## config.mk

```make
export PLATFORM = sky130hd
export DESIGN_NAME = arb_mux_nx1
export DESIGN_NICKNAME = d
export VERILOG_FILES = /design/src/rtl/arb_mux_nx1.sv
export SDC_FILE = /design/constraint.sdc
export NUM_CORES = 1
export LEC_CHECK = 0
export ABC_CLOCK_PERIOD_IN_PS = 7700
export BUFFER_PORTS_ARGS = -buffer_cell sky130_fd_sc_hd__buf_4
export CORE_AREA = 2 2 230 232
export CTS_BUF_LIST = sky130_fd_sc_hd__clkbuf_8
export CTS_CLUSTER_SIZE = 20
export DETAILED_ROUTE_END_ITERATION = 12
export DIE_AREA = 0 0 232 234
export PLACE_DENSITY = 0.53
export SYNTH_ARGS = -nofsm -noshare
export SYNTH_HDL_FRONTEND = slang
export SYNTH_SLANG_ARGS = --single-unit
```

## constraint.sdc

```tcl
create_clock -name clk -period 7.7 [get_ports clk]
set_input_delay 0.385 -clock clk [delete_from_list [all_inputs] [get_ports clk]]
set_output_delay 0.385 -clock clk [all_outputs]
set_load 0.01 [all_outputs]
```

## src/rtl/arb_mux_nx1.sv

```systemverilog
// N:1 arbitrated multiplexor with a registered valid/ready output stage.
// Round-robin by default; define ARB_MUX_FIXED_PRIORITY_EN for lowest-index-wins priority.
module arb_mux_nx1 #(
    parameter int SIZE  = 64,
    parameter int PORTS = 8
) (
    input  logic                     clk,
    input  logic                     reset,
    input  logic [PORTS-1:0]         in_valid,
    input  logic [SIZE-1:0]          in_data [PORTS],
    output logic [PORTS-1:0]         in_ready,
    output logic                     out_valid,
    output logic [SIZE-1:0]          out_data,
    output logic [$clog2(PORTS)-1:0] out_port,
    input  logic                     out_ready
);

    localparam int PW = $clog2(PORTS);

    logic [PW-1:0]    ptr;
    logic [PW-1:0]    grant_idx;
    logic [PW-1:0]    idx;
    logic             grant_any;
    logic             load;
    logic [PORTS-1:0] grant;

    // Search upward from ptr; the index wraps naturally because PORTS is a power of two.
    always_comb begin
        grant     = '0;
        grant_idx = '0;
        grant_any = 1'b0;
        idx       = '0;
        for (int k = 0; k < PORTS; k++) begin
            idx = ptr + PW'(k);
            if (!grant_any && in_valid[idx]) begin
                grant_any = 1'b1;
                grant_idx = idx;
            end
        end
        if (grant_any) begin
            grant[grant_idx] = 1'b1;
        end
    end

    assign load     = !out_valid || out_ready;
    assign in_ready = (load && !reset) ? grant : '0;

    // A new word may replace the one being drained on the same edge.
    always_ff @(posedge clk or posedge reset) begin
        if (reset) begin
            out_valid <= 1'b0;
            out_data  <= '0;
            out_port  <= '0;
        end else if (grant_any && load) begin
            out_valid <= 1'b1;
            out_data  <= in_data[grant_idx];
            out_port  <= grant_idx;
        end else if (out_ready) begin
            out_valid <= 1'b0;
        end
    end

`ifdef ARB_MUX_FIXED_PRIORITY_EN
    assign ptr = '0;
`else
    always_ff @(posedge clk or posedge reset) begin
        if (reset) begin
            ptr <= '0;
        end else if (grant_any && load) begin
            ptr <= grant_idx + PW'(1);
        end
    end
`endif

endmodule

```

=== Word-level counts from Yosys, hierarchy flattened ===
Index checks and enable logic that the tools add are counted.

* Flip-flop bits (word level): 71
* Input port bits: 523
* Output and inout port bits: 76
* Logic and storage cells: 86

* $add $sub $neg: 8
* Order comparisons: 11
* Mux-type cells: 41
* Bitwise gates (word level): 1
* Reduce and logical (&&, ||, !) cells: 21

{| class="wikitable"
|+ Operators by type and width
! operator !! number
|-
| binary-select mux 64 bit (select 3 bit) || 1
|-
| two-way mux 64 bit || 2
|-
| less-than comparator 3 x 4 -> 1 bit, second input constant || 9
|-
| binary-select mux 1 bit (select 3 bit) || 8
|-
| two-way mux 3 bit || 8
|-
| two-way mux 1 bit || 19
|-
| two-way mux 8 bit || 2
|-
| adder 3 bit, second input constant || 4
|-
| logical AND 1 bit || 10
|-
| logical NOT 1 bit || 9
|-
| adder 3 x 1 -> 3 bit, second input constant || 2
|-
| adder 3 x 2 -> 3 bit, second input constant || 2
|-
| >= comparator 4 bit, second input constant || 1
|-
| inverter 3 -> 4 bit || 1
|-
| demux 1 bit (select 3 bit) || 1
|-
| >= comparator 3 x 1 -> 1 bit, second input constant || 1
|-
| nonzero test 2 bit || 1
|-
| logical OR 1 bit || 1
|}

=== Logic depth before layout (Yosys ltp) ===
Gate-level depths: netlist of the first run.

* Depth in word-level cells: 30
* Depth in mapped cells: 17
* Mapped depth without buffers: 10

=== Worst setup path after synthesis of the first run ===
OpenSTA, ideal clock, no wires.

* Path type: reg2out
* Start point: register ptr[0]
* End point: output port in_ready[4]
* Arrival: 4,085 ps
* Data required time: 7,315 ps
* Slack: 3,230 ps
* Stages on the path, launching flop included: 18
* Path buffers: 7
* Path through: dfrtp_1 -> buf_4 -> buf_2 -> inv_2 -> clkbuf_1 -> ha_1 -> buf_2 -> mux2_1 -> a221o_1 -> o32a_1 -> nor3_2 -> a32o_1 -> and2_1 -> buf_4 -> buf_6 -> buf_2 -> nand2_1 -> nor2_1

* Longest elaborated chain between the ends: 30
* Elaborated cells between the ends (all ways): 60
* Those cells by class: 7 x add/sub; 2 x order compare; 36 x mux; 15 x reduce/logical

{| class="wikitable"
|+ Ends and longest elaborated chain
! item !! line !! source
|-
| start: declaration || 20 || <nowiki>logic [PW-1:0] ptr;</nowiki>
|-
| start signal: assignment || 70 || <nowiki>ptr <= grant_idx + PW'(1);</nowiki>
|-
| branches (longest 28 deep; another with adder 3 x 1 -> 3 bit) || n/a ||
|-
| two-way mux 8 bit * || 40 || <nowiki>if (grant_any) begin</nowiki>
|-
| two-way mux 8 bit * || 46 || <nowiki>assign in_ready = (load && !reset) ? grant : '0;</nowiki>
|-
| end: declaration || 11 || <nowiki>output logic [PORTS-1:0] in_ready,</nowiki>
|}

Mark *: on every way between the ends. The select of a mux whose other input is x is not followed.

=== Worst setup path after layout of the first run ===
* Start point: register ptr[1]
* End point: output port in_ready[6]

The elaborated chain is that of the path after synthesis.

==> reports/summary.txt, run 1 <==
Status - finished, final reports clean
Clk pin slew, worst setup/hold paths - 0.10 ns
Area leader, netlist - dfrtp_1
First-pass GRT wire length - 73.4 mm
Final Critical Period - 6.02 ns
Hold Vio Cnt, Final - 0
Post-synth EDFFs - 0
GRT Util Overall - 17.8%
Worst-Skew Late Latency - 0.43 ns
Slew Limit Fails - 0
GP Congestion - 0.829
Gr ovfl total - 0
Critical path startpoint category - register
Register area share after synthesis - 17.5%
Rows - 84
DP HPWL - 38.1 mm
Synth Area per Inst - 8.86 um^2
Post-CTS setup buffers - 0
Initial Util - 19.5%
Most common cell after layout, fill and taps aside - buf_4
FFs w/ async S/R, synth - 100%
Synth Register Bits - 71
Chip Height - 234 um
Cts bufs inserted - 9
Core Area - 52000 um^2
IO Pins - 599
Post_cts resized - 0
Setup TNS - 0 ns
Number of global-route vias before repair - 11784
CP Class - reg -> out
Root buf cell - clkbuf_8
Max cap viols - 0
Initial antenna violation count - 2
Largest net degree at the start of global routing - 75
H-tree levels - 3
Commonest non-fill, non-tap cells in the layout - 616 x buf_4, 151 x nand2_1, 140 x mux2i_1, 135 x mux2_2, 78 x o211ai_1
Setup Viol. Count Final - 0
Clock Path Buffers - 2
Worst vdd ir - 495 uV
Full die area - 54300 um^2
Worst Tran Pin Value - 1.19 ns
CP arrival - 5.64 ns
Fill cells - 5591
Starting DRT DRC Count - 522
CTS tree - done
Final Cycle Share - 78.2%
Final Routed Wirelength - 50.6 mm
CTS Sinks - 71
PortBufs - 598
Layout Nets - 2163
Synth top area share - 17.5%
First-pass detailed-route iteration total - 5
Max transition margin - 20.9%
Area grow syn2layout - 51.8%
# DRC - 0
Clk_skew - 0.0128 ns
Mapped Cells - 1146
Avg Vias per Cell - 5.01
Routed Antenna Nets - 0
Hold WC Path Type - in -> reg
WP data required - 7.32 ns
Setup crit end kind - output port
Post-synth top flop - dfrtp_1
Fmax - 166 MHz
RSZ-0062 raised after global routing - false
Cell Area, Synth - 10200 um^2
Share of layout cells above drive strength 1 - 52.0%
Area taken by multi-input logic gates - 7510 um^2
Mapped Nets - 1671
Post-synth cell types - 62
Routed length per placed instance - 21.7 um
Crit-path max FO - 34
Leak pwr - 0.00684 uW
Register area - 1780 um^2
Die width - 232 um
Via count - 11686
Synth area leaders - dfrtp_1 18%, mux2_2 15%, mux2i_1 14%
Total power - 9510 uW
Ys Warns - 0
Pwr/cell area - 617 nW/um^2
==> registers in the layout, indices dropped and copies added, names as in the netlist <==
| signal | cells |
|---|---|
| out_data | 64 |
| out_valid | 1 |
| ptr | 3 |
| out_port | 3 |
==> worst paths after layout <==
| path | from | to | slack [ns] | cells after the start |
|---|---|---|---|---|
| worst max-delay path | ptr[1] | in_ready[6] | 1.68 | 11 |
| worst min-delay path | in_data[335] | out_data[15] | 0.34 | 4 |
| worst max register to register | ptr[1] | out_data[0] | 2.05 | 9 |
| worst min register to register | out_data[38] | out_data[38] | 0.49 | 2 |
| max in group asynchronous | reset | out_data[16] | 6.07 | 4 |
| min in group asynchronous | reset | out_port[1] | 0.57 | 3 |
==> layer usage <==
| layer | vias up | part of all wire [%] | global-route usage, % |
|---|---|---|---|
| met5 | - | 0 | 0 |
| met4 | 0 | 1.5 | 4.37 |
| met3 | 36 | 6.2 | 3.61 |
| met2 | 426 | 51 | 31.6 |
| met1 | 5680 | 41 | 21.9 |
| li1 | 5544 | - | - |
==> per-stage QoR <==
step / setup slack, ns / instance area, um^2 / std cells / hold WS [ns] / utilization, %
finish: 1.68 / 15400 / 2333 / 0.340 / 29.6
global route: 1.22 / 15400 / 2333 / 0.300 / 29.6
CTS: 1.57 / 15400 / 2331 / 0.280 / 29.6
detailed placement: 2.05 / 15200 / 2314 / 0.472 / 29.1
global placement: 2.12 / 15200 / 2314 / 0.464 / 29.1
floorplan: 3.23 / 10200 / 1146 / 0.515 / -
==> critical path: stages (launching register included) <==
cell and delay (ns):
dfrtp_1 0.86, inv_1 0.14, ha_1 0.58, mux4_2 0.62
mux2_2 0.32, o21ai_4 0.78, a21oi_2 0.16, o31ai_4 0.65
buf_4 0.57, nand2_1 0.20, nor2_1 0.17, buf_4 0.14
==> timing repair <==
item                                   in CTS  in global routing
endpoints found under the hold margin      20                  0
hold buffers                                1                  0
setup endpoints to repair                   0                  0
==> power by group <==
part           leakage [uW]  total, uW  switching (uW)  internal [uW]
combinational       0.00586       8310            4820           3500
clock              0.000124        409             196            214
sequential         0.000858        783             187            596
==> final cells by class <==
type                       count  share of cell area [%]
timing repair buffer         623                    30.8
clock inverter                 7                   0.731
inverter                      70                    1.73
antenna                        2                  0.0325
multi-input combinational    863                    48.7
clock buffer                   9                   0.804
tap                          688                    5.58
sequential                    71                    11.6
==> Yosys cell counts (all sizes together) (6+ instances only) <==
cell type and count:
mux4 12, mux2i 140, clkbuf 88, nand2 152
nor3 6, o2111ai 64, buf 54, a21oi 6
a41oi 63, o211ai 126, dfrtp 71, inv 69
a311oi 65, mux2 136, nor2 16, o21ai 8
==> logic make-up after synthesis <==
kind of cell | count (synthesis) | share of synthesized area [%]
simple gates | 190 | 7.63
buf+inv | 212 | 9.47
mux | 288 | 31.6
fa+ha+maj | 2 | 0.246
flops | 71 | 17.5
xor+xnor | 4 | 0.345
compound gates | 379 | 33.3
Note: power is estimated with default switching activity, not from simulation.
==> run 2, diff against run 1 <==
- ABC_CLOCK_PERIOD_IN_PS: 7700 -> 5500
- PLACE_DENSITY: 0.53 -> 0.55
- clock period: 7.7 -> 5.5 ns (I/O delays scaled with it)
==> reports/summary.txt, run 2 (same netlist as run 1, synthesis figures left out) <==
Initial Util - 19.5% (unchanged)
GRT Util Overall - 18.4% (+0.61 points)
Max cap viols - 0 (unchanged)
Dpl cells - 2329 (+0.65%)
Leak pwr - 0.00691 uW (+1.0%)
Reg-to-Reg End - out_data[44]
Via count - 11960 (+2.3%)
Area grow syn2layout - 53.1%
Post-DP Area - 15300 um^2 (+0.78%)
Final Routed Wirelength - 52.6 mm (+4.0%)
Fill cells - 5526 (-1.2%)
CP arrival - 4.62 ns (-1.02 ns)
Routed Antenna Nets - 0 (unchanged)
CP Launch Point - ptr[0]
Register area - 1780 um^2 (unchanged)
Setup crit end kind - output port
Chip Height - 234 um (unchanged)
WP data required - 5.22 ns (-2.10 ns)
CTS tree - done
DP HPWL - 39.9 mm (+4.7%)
Worst-Skew Late Latency - 0.45 ns (+0.02 ns)
Clk_skew - 0.0179 ns (+0.00517 ns)
Core Area - 52000 um^2 (unchanged)
Crit-path max FO - 34 (unchanged)
Design area - 15500 um^2 (+0.80%)
N_diodes - 0 (-2)
Reg2Reg Depth - 9 (unchanged)
Hold Vio Cnt, Final - 0 (unchanged)
Area taken by multi-input logic gates - 7500 um^2 (about the same)
Worst vdd ir - 970 uV (+96%)
GP Congestion - 0.852 (+2.8%)
Clock Path Buffers - 2 (unchanged)
Status - finished, final reports clean
End of the critical path - in_ready[2]
First-pass GRT wire length - 74.9 mm (+2.0%)
# DRC - 0 (unchanged)
Root buf cell - clkbuf_8
Avg Vias per Cell - 5.10 (+1.8%)
Pwr/cell area - 870 nW/um^2 (+41%)
RR Startpoint - ptr[2]
Max transition margin - 40.7% (+20 points)
H-tree levels - 3 (unchanged)
Worst Tran Pin Value - 0.890 ns (-0.296 ns)
CP Class - reg -> out
CTS Sinks - 71 (unchanged)
Critical path startpoint category - register
Setup Viol. Count Final - 0 (unchanged)
Reg2reg setup slack - 0.68 ns (-1.37 ns)
Setup TNS - 0 ns (unchanged)
Gr ovfl total - 0 (unchanged)
Largest regs - out_data: 64 flops, out_port: 3 flops, ptr: 3 flops
Share of layout cells above drive strength 1 - 52.5% (+0.43 points)
Slew Limit Fails - 0 (unchanged)
Final Cycle Share - 89.0%
Number of global-route vias before repair - 12055 (+2.3%)
Largest net degree at the start of global routing - 83 (+11%)
Clk pin slew, worst setup/hold paths - 0.11 ns (about the same)
Starting DRT DRC Count - 530 (+1.5%)
Commonest non-fill, non-tap cells in the layout - 630 x buf_4, 151 x nand2_1, 140 x mux2i_1, 135 x mux2_2, 78 x o211ai_1
Non-Filler Instances - 2346 (+0.56%)
Layout Nets - 2178 (+0.69%)
Cts bufs inserted - 9 (unchanged)
Most common cell after layout, fill and taps aside - buf_4
Biggest register - out_data
Initial antenna violation count - 0 (-2)
Rows - 84 (unchanged)
Die width - 232 um (unchanged)
PortBufs - 598 (unchanged)
Post-CTS setup buffers - 0 (unchanged)
Full die area - 54300 um^2 (unchanged)
Fmax - 204 MHz
Final Critical Period - 4.90 ns
RSZ-0062 raised after global routing - false
Max reg flops - 64 (unchanged)
First-pass detailed-route iteration total - 4 (-1)
IO Pins - 599 (unchanged)
Routed length per placed instance - 22.4 um (+3.4%)
Hold WC Path Type - in -> reg
-- run 2: cell types whose count changed in the layout (fill, tap and decap cells not counted) --
cell,before,now
diode_2,2,0
clkinv_4,1,0
clkbuf_8,9,10
a21o_4,2,1
buf_12,6,7
clkinv_2,3,1
clkinvlp_4,0,2
buf_4,616,630
a21o_2,0,1
-- run 2: worst max-delay path: stages (launching register included) --
cell	delay [ns]
dfrtp_4	0.44
clkinv_2	0.06
ha_1	0.55
mux2_1	0.40
a221o_1	0.45
o32ai_4	0.52
buf_4	0.45
a311o_1	0.30
o31ai_4	0.10
buf_12	0.18
buf_4	0.29
nand2_1	0.21
nor2_1	0.07
buf_4	0.15
-- run 2: report_power, final --
group / internal (uW) / switching [uW] / total [uW]
clock network: 312 / 285 / 597
logic: 5030 / 6870 / 11900
registers: 834 / 197 / 1030
total: 6170 / 7350 / 13500
-- run 2: area by class of cell --
cell class | count | area share (%)
Clock inverter | 6 | 0.701
Sequential cell | 71 | 11.5
Multi-Input combinational cell | 863 | 48.3
Inverter | 70 | 1.72
Timing Repair Buffer | 638 | 31.4
Tap cell | 688 | 5.54
Clock buffer | 10 | 0.886
-- run 2: per-stage QoR --
| stage | hold WS (ns) | power (uW) | setup WS (ns) | utilization (%) |
|---|---|---|---|---|
| 2_1_floorplan | 0.458 | 9700 | 1.14 | - |
| 3_3_place_gp | 0.390 | 12900 | 0.657 | 29.4 |
| 3_5_place_dp | 0.379 | 13000 | 0.661 | 29.4 |
| 4_1_cts | 0.117 | 13700 | 0.557 | 29.9 |
| 5_1_grt | 0.143 | 14500 | 0.334 | 29.9 |
| 6_report | 0.171 | 13500 | 0.602 | 29.9 |
-- run 2: layer usage --
| layer | global-route usage, % | share of wire, % | up-vias |
|---|---|---|---|
| met5 | 0 | 0 | - |
| met4 | 5.89 | 2.3 | 0 |
| met3 | 4.44 | 6.9 | 57 |
| met2 | 33.6 | 52 | 537 |
| met1 | 21.0 | 39 | 5796 |
| li1 | - | - | 5570 |
-- run 2: worst min-delay path by stage --
stage / to / cells past startpoint / from
after floorplan: out_valid / 2 / out_ready
after global placement: ptr[2] / 2 / reset
after detailed placement: ptr[2] / 2 / reset
after CTS: out_valid / 3 / out_ready
after global routing: out_valid / 3 / out_ready
final: out_valid / 3 / out_ready
-- run 2: repair_timing --
| action | CTS | global route |
|---|---|---|
| hold buffers | 1 | 0 |
| gates resized for setup | 0 | 0 |
| endpoints found under the hold margin | 33 | 0 |
==> run 3, diff against run 2 <==
- CORE_AREA: 2 2 230 232 -> 2 2 232 234
- DIE_AREA: 0 0 232 234 -> 0 0 234 236
- PLACE_DENSITY: 0.55 -> 0.54
==> reports/summary.txt, run 3 (same netlist as run 1, synthesis figures left out) <==
Status - finished, final reports clean
Chip Height - 236 um (+0.85%)
Clk_skew - 0.0134 ns (-0.00457 ns)
Clock Path Buffers - 2 (unchanged)
Rows - 85 (+1.2%)
Cts bufs inserted - 9 (unchanged)
Root buf cell - clkbuf_8
Post-DP Area - 15400 um^2 (+0.70%)
GP Congestion - 0.860 (+0.83%)
Max transition margin - 40.9% (+0.20 points)
RSZ-0062 raised after global routing - false
First-pass detailed-route iteration total - 6 (+2)
CP Class - reg -> out
Starting DRT DRC Count - 536 (+1.1%)
Hold WC Path Type - in -> reg
Largest net degree at the start of global routing - 83 (unchanged)
Routed length per placed instance - 21.4 um (-4.5%)
Final Critical Period - 5.10 ns (+0.204 ns)
Gr ovfl total - 0 (unchanged)
WP data required - 5.22 ns (about the same)
Sequential power share - 7.6% (about the same)
CP arrival - 4.83 ns (+0.21 ns)
Worst-Skew Late Latency - 0.44 ns (about the same)
Post-CTS setup buffers - 0 (unchanged)
Commonest non-fill, non-tap cells in the layout - 642 x buf_4, 151 x nand2_1, 140 x mux2i_1, 135 x mux2_2, 78 x o211ai_1
Hold Vio Cnt, Final - 0 (unchanged)
P_sw - 7370 uW (+0.34%)
Share of layout cells above drive strength 1 - 52.8% (+0.34 points)
DP HPWL - 38.8 mm (-2.7%)
Largest regs - out_data: 64 flops, out_port: 3 flops, ptr: 3 flops
Setup TNS - 0 ns (unchanged)
GRT Util Overall - 17.8% (-0.61 points)
Routed Antenna Nets - 0 (unchanged)
Biggest register - out_data
Clk pin slew, worst setup/hold paths - 0.09 ns (-0.02 ns)
Number of global-route vias before repair - 12294 (+2.0%)
CTS Sinks - 71 (unchanged)
Die width - 234 um (+0.86%)
H-tree levels - 3 (unchanged)
Avg Vias per Cell - 5.02 (-1.5%)
First-pass GRT wire length - 74.1 mm (-1.1%)
Final Routed Wirelength - 50.7 mm (-3.6%)
PortBufs - 598 (unchanged)
Core Area - 53100 um^2 (+2.0%)
Crit-path max FO - 35 (+2.9%)
Area grow syn2layout - 53.9%
Max reg flops - 64 (unchanged)
Max cap viols - 0 (unchanged)
Setup Viol. Count Final - 0 (unchanged)
Internal cell power - 6280 uW (+1.7%)
Switching Share - 54.0% (-0.33 points)
Worst vdd ir - 623 uV (-36%)
Design area - 15600 um^2 (+0.56%)
Clock Power Share - 3.9% (-0.5 points)
Layout Nets - 2190 (+0.55%)
Final Cycle Share - 92.8% (+3.7 points)
Total power - 13700 uW (+0.96%)
CTS tree - done
# DRC - 0 (unchanged)
Full die area - 55200 um^2 (+1.7%)
Initial Util - 19.1% (-0.38 points)
IO Pins - 599 (unchanged)
Fmax - 196 MHz (-4.0%)
Via count - 11887 (-0.61%)
Slew Limit Fails - 0 (unchanged)
Combinational power share - 88.5% (+0.5 points)
Critical path startpoint category - register
Pwr/cell area - 874 nW/um^2 (+0.40%)
Leak pwr - 0.00696 uW (+0.74%)
Setup crit end kind - output port
Most common cell after layout, fill and taps aside - buf_4
Worst Tran Pin Value - 0.887 ns (-0.00301 ns)
Initial antenna violation count - 3 (+3)
[run 3: cell count changes in the layout (fill, tap and decap cells not counted), sizes merged]
cell / change
buf: +12
bufinv: -1
clkinv: +2
clkinvlp: -1
diode: +2
[run 3: layout make-up]
cell class / count / area, um^2
multi-input combinational: 863 / 7510
tap: 696 / 871
inverter: 70 / 267
timing repair buffer: 650 / 4970
sequential: 71 / 1780
clock buffer: 10 / 138
antenna: 2 / 5.00
fill: 5628 / 37400
clock inverter: 6 / 85.1
[run 3: power by group through the flow]
| stage | Clock [uW] | Sequential [uW] | Combinational, uW |
|---|---|---|---|
| after global routing | 584 | 1070 | 13000 |
| after CTS | 575 | 1040 | 12200 |
| final | 538 | 1040 | 12100 |
| after detailed placement | 0 | 1040 | 12200 |
| after floorplan | 0 | 1080 | 8620 |
| after global placement | 0 | 1040 | 12000 |
[run 3: critical path, cell delays in order (launching register included)]
cell and delay, ns:
dfrtp_4 0.70, clkinv_2 0.12, ha_1 0.57, mux2_1 0.40, a221o_1 0.46, o32a_1 0.44, nor3_2 0.32, a32o_4 0.27
buf_4 0.38, o311ai_0 0.27, buf_4 0.21, nor2_1 0.10, buf_4 0.13
[run 3: metrics by stage]
stage          setup slack [ns]  hold WS, ns  instances  util (%)
3_5_place_dp              0.668        0.404       2349      29.0
6_report                  0.398        0.218       2368      29.4
4_1_cts                   0.361        0.133       2366      29.4
3_3_place_gp              0.770        0.377       2349      29.0
2_1_floorplan              1.14        0.458       1146         -
5_1_grt                  0.0992        0.195       2366      29.4
[run 3: worst paths after layout]
path / end / from / depth (start not counted) / slack, ns
setup / recovery: in_ready[0] / ptr[0] / 12 / 0.40
hold / removal: out_valid / out_ready / 3 / 0.22
setup reg to reg: out_data[28] / ptr[0] / 12 / 0.66
hold reg to reg: out_port[0] / out_port[0] / 1 / 0.49
max in group asynchronous: out_data[14] / reset / 4 / 3.98
min in group asynchronous: out_port[1] / reset / 3 / 0.48
[run 3: metal layers]
| metal | part of all wire (%) | up-vias | global-route usage (%) |
|---|---|---|---|
| met2 | 50 | 534 | 31.1 |
| met1 | 40 | 5688 | 21.0 |
| met4 | 2.9 | 2 | 6.85 |
| li1 | - | 5597 | - |
| met3 | 7.1 | 66 | 3.82 |
| met5 | 0.032 | - | 0 |
[run 3: repair_timing]
item | in CTS | in global routing
resized for setup | 0 | 0
hold endpoints to repair | 34 | 0
hold buffers | 1 | 0
